## config.mk

```make
export PLATFORM = sky130hd
export DESIGN_NAME = jedro_1_seq_shifter
export DESIGN_NICKNAME = d
export VERILOG_FILES = /design/src/rtl/jedro_1_shift_pkg.sv /design/src/rtl/jedro_1_shift_step.sv /design/src/rtl/jedro_1_seq_shifter.sv
export SDC_FILE = /design/constraint.sdc
export NUM_CORES = 1
export LEC_CHECK = 0
export CORE_ASPECT_RATIO = 0.75
export CORE_MARGIN = 2
export CORE_UTILIZATION = 56
export CTS_CLUSTER_DIAMETER = 50
export DETAILED_ROUTE_END_ITERATION = 7
export PLACE_DENSITY = 0.91
export REMOVE_ABC_BUFFERS = 1
export SLEW_MARGIN = 40
export SYNTH_ARGS = -nofsm -noshare
export SYNTH_HDL_FRONTEND = slang
export SYNTH_SLANG_ARGS = --single-unit
```

## constraint.sdc

```tcl
create_clock -name clk_i -period 4.9 [get_ports clk_i]
set_input_delay 0.98 -clock clk_i [delete_from_list [all_inputs] [get_ports clk_i]]
set_output_delay 0.98 -clock clk_i [all_outputs]
set_load 0.005 [all_outputs]
```

## src/rtl/jedro_1_shift_pkg.sv

```systemverilog
// rtl/jedro_1_shift_pkg.sv - shared types for the jedro_1 sequential shifter
package jedro_1_shift_pkg;

  typedef enum logic [1:0] {
    SLL = 2'b00,
    SRL = 2'b01,
    SRA = 2'b10,
    ROR = 2'b11
  } shift_op_e;

  typedef enum logic [1:0] {
    IDLE  = 2'b00,
    SHIFT = 2'b01,
    DONE  = 2'b10
  } shifter_state_e;

endpackage

```

## src/rtl/jedro_1_shift_step.sv

```systemverilog
// rtl/jedro_1_shift_step.sv - combinational partial shift by 0..STEP bits
module jedro_1_shift_step
  import jedro_1_shift_pkg::*;
#(
  parameter int DATA_WIDTH = 32,
  parameter int AMT_W      = 6
) (
  input  shift_op_e              op,
  input  logic [DATA_WIDTH-1:0]  data,
  input  logic [AMT_W-1:0]       amt,
  output logic [DATA_WIDTH-1:0]  res
);

  always_comb begin
    res = data;
    case (op)
      SLL: res = data << amt;
      SRL: res = data >> amt;
      SRA: res = DATA_WIDTH'($signed(data) >>> amt);
      // amt==0 shifts the wrap term by the full width, which yields zero
      ROR: res = (data >> amt) | (data << (DATA_WIDTH - int'(amt)));
      default: res = data;
    endcase
  end

endmodule

```

## src/rtl/jedro_1_seq_shifter.sv

```systemverilog
// rtl/jedro_1_seq_shifter.sv - multi-cycle shift/rotate unit with valid/ready handshakes
module jedro_1_seq_shifter
  import jedro_1_shift_pkg::*;
#(
  parameter int DATA_WIDTH = 32,
  parameter int STEP       = 4,
  parameter int SHAMT_W    = $clog2(DATA_WIDTH)
) (
  input  logic                  clk_i,
  input  logic                  rst_i,
  input  logic                  flush_i,
  input  logic                  in_valid_i,
  output logic                  in_ready_o,
  input  logic [1:0]            op_i,
  input  logic [DATA_WIDTH-1:0] data_i,
  input  logic [SHAMT_W-1:0]    shamt_i,
  output logic                  out_valid_o,
  input  logic                  out_ready_i,
  output logic [DATA_WIDTH-1:0] res_o
);

  localparam logic [SHAMT_W:0] STEP_C = (SHAMT_W + 1)'(STEP);

  shifter_state_e        state;
  shift_op_e             op_q;
  logic [DATA_WIDTH-1:0] data_q;
  logic [SHAMT_W-1:0]    rem_q;
  logic [SHAMT_W:0]      rem_x;
  logic [SHAMT_W:0]      k;
  logic                  last_step;
  logic [DATA_WIDTH-1:0] step_res;

  assign rem_x      = {1'b0, rem_q};
  assign last_step  = (rem_x <= STEP_C);
  assign k          = last_step ? rem_x : STEP_C;
  assign in_ready_o = (state == IDLE) && !rst_i;
  assign res_o      = data_q;

  jedro_1_shift_step #(
    .DATA_WIDTH (DATA_WIDTH),
    .AMT_W      (SHAMT_W + 1)
  ) u_step (
    .op   (op_q),
    .data (data_q),
    .amt  (k),
    .res  (step_res)
  );

  always_ff @(posedge clk_i) begin
    if (rst_i) begin
      state       <= IDLE;
      op_q        <= SLL;
      data_q      <= '0;
      rem_q       <= '0;
      out_valid_o <= 1'b0;
    end else if (flush_i) begin
      state       <= IDLE;
      out_valid_o <= 1'b0;
    end else begin
      case (state)
        IDLE: begin
          if (in_valid_i) begin
            op_q   <= shift_op_e'(op_i);
            data_q <= data_i;
            rem_q  <= shamt_i;
            if (shamt_i == '0) begin
              state       <= DONE;
              out_valid_o <= 1'b1;
            end else begin
              state <= SHIFT;
            end
          end
        end
        SHIFT: begin
          data_q <= step_res;
          rem_q  <= rem_q - k[SHAMT_W-1:0];
          if (last_step) begin
            state       <= DONE;
            out_valid_o <= 1'b1;
          end
        end
        DONE: begin
          if (out_ready_i) begin
            state       <= IDLE;
            out_valid_o <= 1'b0;
          end
        end
        default: begin
          state       <= IDLE;
          out_valid_o <= 1'b0;
        end
      endcase
    end
  end

endmodule
```

==> impl_metrics.env <==
export IMPL_grt_pass1_wl_microns=32180
export IMPL_synth_ff_type="dfxtp_1"
export IMPL_critPathLaunchType="register"
export IMPL_finalSetupViolCount=0
export IMPL_clock_latency_ps=300
export IMPL_crit_slowest_cell="or4b_1"
export IMPL_rsz0062_at_grt="no"
export IMPL_cts_setup_buffers=0
export IMPL_wirelength_microns=20740
export IMPL_die_width_microns=113.9
export IMPL_hold_ws_ps=503.1
export IMPL_fin_crit_ps=3712
export IMPL_vias_per_cell=7.451
export IMPL_fmax_mhz=269.4
export IMPL_path_cells="nor4b_4, inv_4, ha_1, or4b_1, or3_1, o22ai_1, a211oi_1, o32ai_1"
export IMPL_post_dp_hpwl_microns=13370
export IMPL_violations="design-rule violations"
export IMPL_die_area_sq_um=9840
export IMPL_cts_hold_fix_buffers=0
export IMPL_wl_per_cell_microns=24.40
export IMPL_clock_sinks=42
export IMPL_seqPwrFrac_pct=29.9
export IMPL_clkTransAtPathRegs_ps=70
export IMPL_coreArea_sq_um=8934
export IMPL_final_setup_tns_ps=0
export IMPL_drv_slew=0
export IMPL_reg2reg_slack_ps=1190
export IMPL_ys_seq_elements=42
export IMPL_fin_worst_skew_ps=9.225
export IMPL_crit_arrival_ps=3920
export IMPL_grt_pass1_vias=5754
export IMPL_cpPeakStageDelay_ps=650
export IMPL_antenna_cells=0
export IMPL_synth_distinct_cells=71
export IMPL_clkPwrFrac_pct=27.8
export IMPL_dr_total_vias=6333
export IMPL_p_sw_uw=593.8
export IMPL_start_util_pct=56.76
export IMPL_outcome="finished, violations left"
export IMPL_powerDensity_nw_per_um2=243.4
export IMPL_grt_max_degree=57
export IMPL_first_iter_violations=1008
export IMPL_rr_startpoint="rem_q[2]$_SDFFE_PP0P_"
export IMPL_hp_class="reg2reg"
export IMPL_antenna_found_initial=0
export IMPL_post_cts_resized=0
export IMPL_hold_end="out_valid_o$_SDFFE_PP0P_"
export IMPL_overflow=0
export IMPL_cts_buffers=5
export IMPL_final_cell_mix="93 x nand2_1, 77 x clkdlybuf4s50_1, 74 x a21oi_1"
export IMPL_ctsHtreeMaxLevel=2
export IMPL_synth_area_sq_um=5071
export IMPL_yosysWarnings=0
export IMPL_p_leak_uw=0.002107
export IMPL_cts_buffer_depth=2
export IMPL_drv_cap=0
export IMPL_dpl_cell_count=842
export IMPL_synth_cells=721
export IMPL_synth_edf_count=0
export IMPL_finalWeightedCongestion=1.050
export IMPL_end_kind="register"
export IMPL_area_growth_pct=17.62
export IMPL_fin_area_sq_um=5964
export IMPL_period_share_pct=75.76
export IMPL_yosysSeqAreaShare_pct=16.58
export IMPL_ant_nets=0
export IMPL_nNetsFinal=783
export IMPL_required_ps=5110
export IMPL_syn_avg_cell_area_sq_um=7.033
export IMPL_mostFrequentLayoutCell="nand2_1"
export IMPL_slew_headroom_pct=40.42
export IMPL_critPathKind="reg2reg"
export IMPL_io_buffers=77
export IMPL_ios=78
export IMPL_finalHoldViolations=0
export IMPL_tightestPinTransition_ps=893.7
export IMPL_drive_above_1_share_pct=9.756
export IMPL_combPwrFrac_pct=42.4
export IMPL_placed_area_sq_um=5798
export IMPL_stdcell_count=850
export IMPL_worstRegToRegCells=8
export IMPL_p_total_uw=1452
export IMPL_rr_endpoint="res_o[10]$_SDFFE_PP0P_"
export IMPL_async_flop_share_pct=0
export IMPL_grt_usage_pct=41.68
export IMPL_p_int_uw=857.9
export IMPL_vdd_ir_drop_max_uv=189.4
export IMPL_holdCritStartpoint="out_valid_o$_SDFFE_PP0P_"
export IMPL_p_sw_share_pct=40.90
export IMPL_cp_max_fo=46
export IMPL_fp_dieH_microns=86.41
export IMPL_drtPass1Iterations=8
export IMPL_drc=5
export IMPL_row_count=30
export IMPL_root_buffer="clkbuf_16"
export IMPL_cts_tree="done"
export IMPL_worstHoldPathCells=1
-- cells by family (layout without fill, tap and decap cells) --
kind of cell    after synthesis  in the layout  synth area share, %
compound gates              260            260                33.58
simple gates                236            236                22.21
buf+inv                      97            114                7.747
mux                          82             82                19.15
flops                        42             42                16.58
fa+ha+maj                     2              2               0.4934
other cells                   1              1              0.07395
xor+xnor                      1              1               0.1727
-- power by group through the flow --
stage          sequential (uW)  clock (uW)  combinational [uW]
3_5_place_dp               436           0                 587
6_report                   433         403                 615
2_1_floorplan              427           0                 350
5_1_grt                    435         416                 652
4_1_cts                    428         405                 590
3_3_place_gp               435           0                 578
-- layer usage --
layer / vias up / global-route usage [%] / wire (microns)
met3: 101 / 10.35 / 3375
met1: 2884 / 57.98 / 7822
met2: 595 / 62.98 / 8740
met5: - / 0 / 0
met4: 0 / 15.08 / 806
li1: 2753 / - / -
-- flip-flops by register name, indices dropped and copies added, names as in the netlist --
| register | cells |
|---|---|
| op_q | 2 |
| out_valid_o | 1 |
| rem_q | 5 |
| res_o | 32 |
| state | 2 |
-- Yosys cell counts, drive strengths merged (4+ instances only) --
library cell,n,area [sq um]
a221o,4,40.04
a32oi,5,43.79
a221oi,8,70.07
and3,10,62.56
nor2,52,195.2
mux2i,52,520.5
o21ai,49,245.2
and2,9,56.31
buf,15,81.33
nand4,4,25.02
a311oi,6,58.80
o22ai,10,62.56
nand2,93,349.1
a2111oi,7,61.31
inv,9,36.29
nor3,16,96.35
mux4,10,225.2
nand3,15,75.07
or3,9,56.30
a211oi,23,172.7
dfxtp,42,840.8
nor4b,4,50.05
nor2b,6,37.54
o211ai,20,150.1
a31oi,13,81.33
nor4,8,50.05
mux2,20,225.2
a21oi,74,370.4
clkbuf,72,271.5
o31ai,7,52.55
-- critical path: cells and delay by family, from the launching register on --
kind                     cells  cell delay [ps]
buffers and inverters        1              480
adder cells (fa/ha/maj)      1              500
flip-flops                   1              610
AO/OA/AOI/OAI                3              700
AND/OR/NAND/NOR              3             1300
-- per-stage QoR --
stage	worst slack [ps]	utilization (%)
after detailed placement	1313	64.90
after floorplan	-342.8	-
after global routing	1044	66.76
after CTS	1293	66.76
after global placement	1406	64.82
final	1188	66.76
-- final cells by class --
cell class	count	area (sq um)
flip-flops and latches	42	843.3
multi-input cells	582	3861
well taps	112	140.1
inverters	10	40.04
clock inverters	2	37.54
fillers	812	2969
repair buffers	96	913.4
clock buffers	6	128.9
-- how the worst max path moves through the flow --
stage                                  end                  start  slack, ps
floorplan           res_o[30]$_SDFFE_PP0P_  rem_q[0]$_SDFFE_PP0P_       -340
global placement    res_o[10]$_SDFFE_PP0P_  rem_q[2]$_SDFFE_PP0P_       1410
detailed placement  res_o[10]$_SDFFE_PP0P_  rem_q[2]$_SDFFE_PP0P_       1310
CTS                 res_o[10]$_SDFFE_PP0P_  rem_q[2]$_SDFFE_PP0P_       1290
global route        res_o[26]$_SDFFE_PP0P_  rem_q[2]$_SDFFE_PP0P_       1040
finish              res_o[10]$_SDFFE_PP0P_  rem_q[2]$_SDFFE_PP0P_       1190
Power figures use the tool's default switching activity.
